$ cat src/rtl/cpu_pkg.sv
// Shared CPU types for the EX-stage divider: FSM state encoding and request/response bundles.
package cpu_pkg;

    localparam int EXD_XLEN = 32;

    typedef enum logic [2:0] {
        EXD_IDLE,
        EXD_PREP,
        EXD_ITER,
        EXD_FIX,
        EXD_DONE
    } ExdState;

    typedef struct packed {
        logic                sgn;
        logic [EXD_XLEN-1:0] dvd;
        logic [EXD_XLEN-1:0] dvs;
    } ExdReq;

    typedef struct packed {
        logic [EXD_XLEN-1:0] quo;
        logic [EXD_XLEN-1:0] rem;
        logic                dz;
    } ExdRsp;

endpackage

$ cat src/rtl/ex_div_step.sv
// One combinational restoring-division step: shift the next dividend bit into the
// partial remainder and subtract the divisor when that does not borrow.
module ex_div_step #(
    parameter int WIDTH = 32
) (
    input  logic [WIDTH-1:0] rem_in,
    input  logic [WIDTH-1:0] dvs,
    input  logic             dvd_bit,
    output logic [WIDTH-1:0] rem_out,
    output logic             q_bit
);

    logic [WIDTH:0] shifted;
    logic           borrow;

    assign shifted = {rem_in, dvd_bit};
    assign borrow  = shifted < {1'b0, dvs};
    assign q_bit   = ~borrow;
    // The partial remainder stays below the divisor, so the difference always fits WIDTH bits.
    assign rem_out = borrow ? shifted[WIDTH-1:0] : WIDTH'(shifted - {1'b0, dvs});

endmodule

$ cat src/rtl/ex_div.sv
// Multi-cycle restoring integer divider beside the EX stage, STEPS quotient bits per cycle.
// Optional macro J22_EXDIV_DIVZ_EN: early divide-by-zero detection and rsp_dz flag.
module ex_div
    import cpu_pkg::*;
#(
    parameter int WIDTH = 32,
    parameter int STEPS = 1
) (
    input  logic             clk,
    input  logic             rst,
    input  logic             stall,
    input  logic             kill,
    input  logic             req_vld,
    output logic             req_rdy,
    input  logic             req_sgn,
    input  logic [WIDTH-1:0] req_dvd,
    input  logic [WIDTH-1:0] req_dvs,
    output logic             rsp_vld,
    input  logic             rsp_rdy,
    output logic [WIDTH-1:0] rsp_quo,
    output logic [WIDTH-1:0] rsp_rem,
    output logic             rsp_dz
);

    localparam int ITERS = WIDTH / STEPS;
    localparam int CW    = $clog2(ITERS + 1);

    ExdState          state, state_nxt;
    logic [CW-1:0]    cnt;
    logic [WIDTH-1:0] dvd_q, dvs_q, rem_q;
    logic             sgn_q, dvd_neg, dvs_neg;
    logic [WIDTH-1:0] rem_c [0:STEPS];
    logic [STEPS-1:0] q_bits;
    logic             req_fire;
    logic             dvs_zero;

    assign req_rdy  = ((state == EXD_IDLE) | ((state == EXD_DONE) & rsp_rdy)) & ~stall;
    assign rsp_vld  = (state == EXD_DONE);
    assign req_fire = req_vld & req_rdy;

`ifdef J22_EXDIV_DIVZ_EN
    logic dz_q;
    assign dvs_zero = (dvs_q == '0);
`else
    assign dvs_zero = 1'b0;
    assign rsp_dz   = 1'b0;
`endif

    // The dividend register doubles as the quotient register: bits leave at the top, quotient bits enter at the bottom.
    assign rem_c[0] = rem_q;
    for (genvar k = 0; k < STEPS; k++) begin : g_step
        ex_div_step #(.WIDTH(WIDTH)) u_step (
            .rem_in  (rem_c[k]),
            .dvs     (dvs_q),
            .dvd_bit (dvd_q[WIDTH-1-k]),
            .rem_out (rem_c[k+1]),
            .q_bit   (q_bits[STEPS-1-k])
        );
    end

    always_ff @(posedge clk) begin
        if (!rst)
            state <= EXD_IDLE;
        else if (kill)
            state <= EXD_IDLE;
        else if (!stall)
            state <= state_nxt;
    end

    // A zero divisor under the macro skips ITER but still passes through FIX, giving a two-edge latency.
    always_comb begin
        state_nxt = state;
        case (state)
            EXD_IDLE: if (req_fire) state_nxt = EXD_PREP;
            EXD_PREP: state_nxt = dvs_zero ? EXD_FIX : EXD_ITER;
            EXD_ITER: if (cnt == CW'(1)) state_nxt = EXD_FIX;
            EXD_FIX:  state_nxt = EXD_DONE;
            EXD_DONE: if (rsp_rdy) state_nxt = req_fire ? EXD_PREP : EXD_IDLE;
            default:  state_nxt = EXD_IDLE;
        endcase
    end

    always_ff @(posedge clk) begin
        if (!rst) begin
            cnt     <= '0;
            dvd_q   <= '0;
            dvs_q   <= '0;
            rem_q   <= '0;
            sgn_q   <= 1'b0;
            dvd_neg <= 1'b0;
            dvs_neg <= 1'b0;
            rsp_quo <= '0;
            rsp_rem <= '0;
`ifdef J22_EXDIV_DIVZ_EN
            dz_q    <= 1'b0;
            rsp_dz  <= 1'b0;
`endif
        end else if (!kill && !stall) begin
            case (state)
                EXD_IDLE, EXD_DONE: begin
                    if (req_fire) begin
                        sgn_q <= req_sgn;
                        dvd_q <= req_dvd;
                        dvs_q <= req_dvs;
                    end
                end
                EXD_PREP: begin
                    dvd_neg <= sgn_q & dvd_q[WIDTH-1];
                    dvs_neg <= sgn_q & dvs_q[WIDTH-1];
                    rem_q   <= '0;
                    cnt     <= CW'(ITERS);
                    // Keep the raw dividend when the divisor is zero: it becomes the remainder.
                    if (sgn_q && dvd_q[WIDTH-1] && !dvs_zero)
                        dvd_q <= -dvd_q;
                    if (sgn_q && dvs_q[WIDTH-1])
                        dvs_q <= -dvs_q;
`ifdef J22_EXDIV_DIVZ_EN
                    dz_q    <= dvs_zero;
`endif
                end
                EXD_ITER: begin
                    rem_q <= rem_c[STEPS];
                    dvd_q <= WIDTH'({dvd_q, q_bits});
                    cnt   <= cnt - CW'(1);
                end
                EXD_FIX: begin
                    rsp_quo <= (dvd_neg ^ dvs_neg) ? -dvd_q : dvd_q;
                    rsp_rem <= dvd_neg ? -rem_q : rem_q;
`ifdef J22_EXDIV_DIVZ_EN
                    rsp_dz  <= dz_q;
                    if (dz_q) begin
                        rsp_quo <= '1;
                        rsp_rem <= dvd_q;
                    end
`endif
                end
                default: ;
            endcase
        end
    end

endmodule
$ cat config.mk
export PLATFORM = sky130hd
export DESIGN_NAME = ex_div
export DESIGN_NICKNAME = d
export VERILOG_FILES = /design/src/rtl/cpu_pkg.sv /design/src/rtl/ex_div_step.sv /design/src/rtl/ex_div.sv
export SDC_FILE = /design/constraint.sdc
export NUM_CORES = 1
export LEC_CHECK = 0
export ABC_AREA = 0
export BUFFER_PORTS_ARGS = -buffer_cell sky130_fd_sc_hd__clkbuf_2
export CAP_MARGIN = 0
export CORE_MARGIN = 1
export CORE_UTILIZATION = 62
export DETAILED_ROUTE_END_ITERATION = 6
export PLACE_DENSITY = 0.87
export SLEW_MARGIN = 20
export SYNTH_ARGS = -nofsm -noshare
export SYNTH_HDL_FRONTEND = slang
export SYNTH_SLANG_ARGS = --single-unit
$ cat constraint.sdc
create_clock -name clk -period 8.66 [get_ports clk]
set_input_delay 1.732 -clock clk [delete_from_list [all_inputs] [get_ports clk]]
set_output_delay 1.732 -clock clk [all_outputs]
set_load 0.1 [all_outputs]
; After elaboration in Yosys (flattened, before gate mapping)
; Cells that the tools add are included.
[totals]
ff_bits = 172
in_bits = 71
output_inout_bits = 67
wordCells = 71
[classes]
n_addsub = 5
magnitude_cmp = 1
n_eq_ne = 11
mux = 16
bitwise_logic = 10
reduce_logical = 18
[ops]
columns = operator, count
row1 = 32-bit two-way mux, 7
row2 = 32-bit one-hot mux with 2 select lines, 2
row3 = 32-bit negation, 3
row4 = 32-bit one-hot mux with 3 select lines, 1
row5 = 33-bit by 32-bit less-than comparator with 1-bit output, 1
row6 = 32-bit subtractor, 1
row7 = 3-bit one-hot mux with 5 select lines, 1
row8 = 6-bit one-hot mux with 2 select lines, 1
row9 = 4-bit AND reduction, 3
row10 = 2-bit != test (second input constant), 5
row11 = 3-bit two-way mux, 3
row12 = 3-bit by 2-bit equality test with 1-bit output (second input constant), 2
row13 = 6-bit by 1-bit equality test with 1-bit output (second input constant), 1
row14 = 2-bit AND reduction, 3
row15 = 6-bit by 1-bit subtractor with 6-bit output (second input constant), 1
row16 = 1-bit bitwise AND, 5
row17 = 2-bit nonzero test, 2
row18 = 2-bit OR reduction, 2
row19 = 3-bit by 1-bit equality test with 1-bit output (second input constant), 1
row20 = 3-bit equality test (second input constant), 1
row21 = 1-bit logical AND, 3
row22 = 3-bit logical NOT, 1
row23 = 1-bit NOT, 3
row24 = 3-bit AND reduction, 1
row25 = other kinds (6), 7

; Logic depth before layout (Yosys ltp)
; Gate-level depths: netlist (run 1).
[logic_depth]
ltp_word = 8
depth_mapped = 13
depth_no_buf = 13

; Hierarchy
; A second synthesis (run 1) with hierarchy kept.
[hier_totals]
hier_cells = 1562
hier_area_um2 = 11752.5
[modules_own_cells]
columns = module, instances, cells_each, area_each_um2, seq_area_each_um2
row1 = ex_div, 1, 1189, 9323.9, 3443.3
row2 = ex_div_step, 1, 373, 2428.6, 0.0

; Worst setup path before layout (run 1)
; OpenSTA, ideal clock, no wires.
[synth_timing]
path_kind = input to output
from = in stall
to = out req_rdy
t_arrival_ns = 3.165
required_time_ns = 6.928
slack_ns = 3.763
cell_stages = 2
n_path_buf = 1
path_cell_list = clkbuf_1 -> nor2_1
[synth_via]
elab_chain_len = 2
[synth_lines]
columns = item, line_no
row1 = from (decl), ex_div.sv:11  ; input logic stall,
row2 = 1-bit NOT (no source line), --
row3 = 1-bit bitwise AND, ex_div.sv:37  ; assign req_rdy = ((state == EXD_IDLE) | ((state == EXD_DONE) & rsp_rdy)) & ~stall;
row4 = to (decl), ex_div.sv:14  ; output logic req_rdy,
; Every way passes these cells.

; Worst setup path after layout (run 1)
[layout_timing]
from = in rsp_rdy
to = out req_rdy
[layout_via]
elab_chain_len = 3
[layout_lines]
columns = item, line_no
row1 = from (decl), ex_div.sv:19  ; input logic rsp_rdy,
row2 = 1-bit bitwise AND, ex_div.sv:37
row3 = 1-bit OR, ex_div.sv:37
row4 = 1-bit bitwise AND, ex_div.sv:37
; Every way passes these cells.

==> results of run 1 <==
[cell type report]
cell class	count	area [µm²]	share of cell area
Multi-Input combinational cell	1143	7120	0.574
Timing Repair Buffer	148	773	0.0624
Inverter	55	206	0.0167
Tap cell	225	282	0.0227
Clock inverter	14	143	0.0115
Clock buffer	17	425	0.0343
Sequential cell	172	3440	0.278
[Yosys cell counts (5+ instances only)]
cell type	n
buf_1	8
a21oi_1	101
o21ai_0	156
nand4_1	8
nor2b_1	12
o211ai_1	16
or3_1	27
a22oi_1	19
nand2b_1	12
nor3b_1	5
o211a_1	55
a221oi_1	22
a32oi_1	10
ha_1	37
inv_1	55
a31oi_1	14
nor2_1	101
buf_2	6
xnor2_1	26
or4_1	8
o311ai_0	6
a21boi_0	11
a21o_1	13
a22o_1	5
nand2_1	175
o21a_1	6
xor2_1	62
nor4_1	12
o31ai_1	20
clkbuf_1	88
nor3_1	50
nand3_1	28
and3_1	13
dfxtp_1	172
and2_1	47
o22ai_1	15
[worst max-delay path, delay by kind of cell]
family                 cells  cell delay [ns]
buffers and inverters      2             0.56
and+or+nand+nor            3             0.29
[kinds of logic (layout without fill, tap and decap cells)]
kind of cell	count (synthesis)	in the layout	synth area share
AND/OR/NAND/NOR	514	514	0.224
flip-flops	172	172	0.309
multiplexers	3	3	0.00270
XOR/XNOR	88	88	0.0692
buffers and inverters	159	234	0.0553
other	1	1	0.000337
adder cells (fa/ha/maj)	38	38	0.0433
AO/OA/AOI/OAI	499	499	0.296
[path summary, 6_finish.rpt]
check	from	endpoint	slack [ns]	depth (start not counted)
worst max register to register	dvs_q[24]	rem_q[5]	4.68	12
worst min register to register	rsp_rem[23]	rsp_rem[23]	0.47	2
worst min-delay path	rsp_rem[23]	rsp_rem[23]	0.47	2
worst max-delay path	rsp_rdy	req_rdy	4.34	5
[placed cells by master (no fill, tap or decap), types with 27 or more instances in the layout]
master and instances:
o21ai_0 156, ha_1 37, xor2_1 62, or3_1 27, nor2_1 99, nand3_1 28, inv_1 55, a21oi_1 101
dfxtp_1 172, o211a_1 55, nand2_1 175, and2_1 46, nor3_1 49, clkbuf_2 135
[sequential cells by signal, indices dropped and copies added, names as in the netlist]
| signal | flops |
|---|---|
| cnt | 6 |
| dvs_q | 32 |
| rsp_quo | 32 |
| state | 3 |
| dvd_neg | 1 |
| rem_q | 32 |
| dvs_neg | 1 |
| sgn_q | 1 |
| dvd_q | 32 |
| rsp_rem | 32 |
[per-stage QoR]
| step | total power [mW] | setup slack (ns) |
|---|---|---|
| CTS | 1.90 | 4.34 |
| floorplan | 1.09 | 3.76 |
| global placement | 1.16 | 4.39 |
| global route | 1.98 | 4.26 |
| finish | 1.90 | 4.34 |
| detailed placement | 1.16 | 4.35 |
[layer usage]
layer,vias to the layer above,global-route usage,wire length [µm]
met3,101,0.0492,2690
met2,579,0.540,14200
met5,-,0,0
met4,0,0.180,1340
li1,5451,-,-
met1,5314,0.434,12800
[where the power goes]
group	internal (mW)	switching, mW
Clock	0.401	0.346
Combinational	0.126	0.218
Sequential	0.800	0.0137
Total	1.33	0.578
==> flow_metrics.tcl, run 1 <==
set metrics [dict create \
    status "finished, final reports clean" \
    wl_per_cell_um 17.5 \
    cts_tree "built" \
    route.detailed.drc 0 \
    drt_wl_total_um 31100 \
    cts_buffers 17 \
    finalSetupViolCount 0 \
    synthFlopType "dfxtp_1" \
    hold_violations 0 \
    cts_hold_buf 0 \
    crit_top_cell "clkbuf_2" \
    hpwl_um 21500 \
    drive_gt1_frac 0.130 \
    start_util 0.640 \
    grt_pass1_vias 10216 \
    worst_pin_slew_ns 1.08 \
    die_area_um2 18500 \
    cts_root_buf "clkbuf_16" \
    antenna_found_initial 0 \
    fillers 1400 \
    grt_max_degree 116 \
    syn_to_final_growth_pct 11.2 \
    final_cell_count_no_fill 1774 \
    design_area_um2 12400 \
    post_cts_buffers 0 \
    worstSetupPathType "primary input to primary output" \
    peakVddDrop_v 0.000144 \
    num_io_pins 138 \
    p_leak_nw 5.76 \
    cts-resized-gates 0 \
    power_density_nw_per_um2 154 \
    hold_path.class "register to register" \
    final_util 0.711 \
    synthArstFlopShare 0 \
    synthCells 1474 \
    netlist.top_cell.by_area "dfxtp_1" \
    max_freq_mhz 232 \
    gp_congestion 1.01 \
    dpl.cell_count 1743 \
    synth_top_area_frac 0.309 \
    end_kind "primary output" \
    critPathSlowestCell "clkbuf_2" \
    drt_iter0_markers 977 \
    n_antenna_cell 0 \
    htree_levels 4 \
    clk_pin_slew_ns 0.07 \
    fin_hold_ws_ns 0.471 \
    avgSynthCellArea_um2 7.56 \
    num_vias 11445 \
    cp_max_fo 3 \
    yosysWarnings 0 \
    skew_ns 0.0108 \
    die_x_um 136 \
    finalMaxSlewViolations 0 \
    grt_first_pass_wirelength_um 50000 \
    start_kind "primary input" \
    core_um2 17400 \
    fin_crit_sh 0.498 \
    crit_arrival_ns 2.58 \
    rows 48 \
    dpl_cell_area_um2 11800 \
    finalCriticalPeriod_ns 4.32 \
    firstDrtPassIters 6 \
    slew_headroom 0.281 \
    die-height_um 136 \
    clockBufferDepth 2 \
    clk_latency_ns 0.44 \
    final_antenna_net_count 0 \
    synth_edf_count 0 \
    path_cells "clkbuf_2, nand2b_1, nand2_1, nor2_1, clkbuf_2" \
    synthesis.nets 1583 \
    overflow 0 \
    grt.total_usage 0.336 \
    numPortBuffers 136 \
    fin_nets 1646 \
    synth_area_leaders "dfxtp_1, o21ai_0, nand2_1, o211a_1, xor2_1" \
    yosysUniqueCellTypes 65 \
    cts_sinks 172 \
    drv_cap 0 \
    required_ns 6.93 \
    syn_area_um2 11100 \
    cpPeakStageDelay_ns 0.46 \
    setup_tns_ns 0 \
    synth_seq_cells 172 \
    synth_seq_area_share 0.309 \
    rsz0062_at_grt "no" \
    viasPerCell 6.45 \
]
Power figures use the tool's default switching activity.
==> run 2, diff against run 1 <==
Settings changed: CORE_UTILIZATION 62 to 59, PLACE_DENSITY 0.87 to 0.84.
Clock period 8.66 ns to 4.2 ns, I/O delays scaled along.
==> run 2 against run 1 <==
Register-to-register slack got worse by 4.2 ns. Routed wire length is 0.22% higher. Cell area rose by 0.71%. Sequential share of layout area fell by 0.20 points. Global-route usage shrank 1.3 points. Critical endpoint is now dvd_q[0].
==> flow_metrics.tcl, run 2 (synthesis results as in run 1) <==
set metrics [dict create \
    power_density_nw_per_um2 322 \
    p_seq_frac 0.417 \
    skew_ns 0.0106 \
    route.detailed.drc 0 \
    drv_cap 0 \
    p_leak_nw 5.83 \
    comb_power_share 0.180 \
    fin_crit_sh 0.896 \
    finalMaxSlewViolations 0 \
    die-height_um 139 \
    cp_max_fo 52 \
    min_path_cells 2 \
    clockPowerShare 0.402 \
    final_cell_count_no_fill 1787 \
    fin_hold_ws_ns 0.470 \
    cts_tree "built" \
    htree_levels 4 \
    design_area_um2 12500 \
    fin_nets 1654 \
    hold_violations 0 \
    final_cell_mix "nand2_1, dfxtp_1, o21ai_0" \
    dpl.cell_count 1755 \
    fillers 1540 \
    cpPeakStageDelay_ns 0.67 \
    path_cells "inv_1, ha_1, a2111oi_0, a221o_1, a31oi_1, and2_1, a41o_1, a2111oi_4, buf_4, nor2_1, a221oi_1, nor2_1" \
    grt.total_usage 0.323 \
    antenna_found_initial 0 \
    slew_headroom 0.288 \
    wl_per_cell_um 17.4 \
    switching_share 0.302 \
    setup_tns_ns 0 \
    hpwl_um 22000 \
    dpl_cell_area_um2 11900 \
    layout_commonest_cell "nand2_1" \
    start_util 0.612 \
    clk_pin_slew_ns 0.07 \
    post-place-ws_ns 0.577 \
    cts-resized-gates 0 \
    end_kind "register" \
    die_x_um 139 \
    final_util 0.685 \
    num_vias 11315 \
    rows 49 \
    crit_top_cell "nor2_1" \
    peakVddDrop_v 0.000282 \
    grt_max_degree 96 \
    grt_first_pass_wirelength_um 51000 \
    viasPerCell 6.33 \
    power.switching_mw 1.21 \
    clk_latency_ns 0.44 \
    status "finished, final reports clean" \
    start_kind "register" \
    numPortBuffers 136 \
    cp.depth 12 \
    cts_sinks 172 \
    num_io_pins 138 \
    worst_pin_slew_ns 1.07 \
    setup_slack_ns 0.438 \
    critical_path_buf_inv_count 2 \
    critPathSlowestCell "a2111oi_0" \
    final_antenna_net_count 0 \
    gp_congestion 0.942 \
    cts_buffers 17 \
    worstSetupPathType "register to register" \
    cts_root_buf "clkbuf_16" \
    hold_path.class "register to register" \
    critPathTopFamily "compound AO/OA/AOI/OAI gates" \
    rsz0062_at_grt "no" \
    post_cts_buffers 0 \
    max_freq_mhz 266 \
    crit_arrival_ns 4.09 \
    total_power_mw 4.02 \
    internal_power_mw 2.81 \
    required_ns 4.53 \
    finalSetupViolCount 0 \
    drt_iter0_markers 1259 \
    overflow 0 \
    cts_hold_buf 0 \
    core_um2 18200 \
    n_antenna_cell 0 \
    firstDrtPassIters 7 \
    syn_to_final_growth_pct 12.0 \
    drive_gt1_frac 0.134 \
    grt_pass1_vias 10078 \
    reg2reg_depth 12 \
    finalCriticalPeriod_ns 3.76 \
    clockBufferDepth 2 \
    drt_wl_total_um 31100 \
    die_area_um2 19400 \
]
-- run 2: worst paths after layout --
kind,end,start,slack [ns]
setup / recovery,dvd_q[0],dvs_q[24],0.44
setup reg to reg,dvd_q[0],dvs_q[24],0.44
hold reg to reg,rsp_rem[21],rsp_rem[21],0.47
hold / removal,rsp_rem[21],rsp_rem[21],0.47
-- run 2: worst register-to-register path, cell delays in order, from the launching register on --
cell	delay (ns)
dfxtp_1	0.41
inv_1	0.10
ha_1	0.41
a2111oi_0	0.67
a221o_1	0.25
a31oi_1	0.05
and2_1	0.20
a41o_1	0.27
a2111oi_4	0.36
buf_4	0.50
nor2_1	0.10
a221oi_1	0.23
nor2_1	0.08
-- run 2: routing by layer --
| layer | vias up | global-route usage | share of wire |
|---|---|---|---|
| met5 | - | 0 | 0 |
| met4 | 0 | 0.135 | 0.033 |
| met3 | 68 | 0.0533 | 0.076 |
| met2 | 524 | 0.507 | 0.45 |
| met1 | 5258 | 0.441 | 0.44 |
| li1 | 5465 | - | - |
-- run 2: power groups by stage --
stage                     clock network, mW  logic, mW  registers, mW
after detailed placement                  0      0.704           1.71
after global routing                   1.69      0.790           1.68
after floorplan                           0      0.536           1.70
after CTS                              1.62      0.711           1.68
after global placement                    0      0.693           1.71
final                                  1.62      0.724           1.68
-- run 2: cell type report --
| type | instances | area (µm²) | area share |
|---|---|---|---|
| inverters | 55 | 206 | 0.0165 |
| repair buffers | 156 | 833 | 0.0668 |
| multi-input cells | 1143 | 7120 | 0.570 |
| clock buffers | 18 | 429 | 0.0344 |
| flip-flops and latches | 172 | 3440 | 0.276 |
| well taps | 229 | 287 | 0.0230 |
| clock inverters | 14 | 161 | 0.0129 |
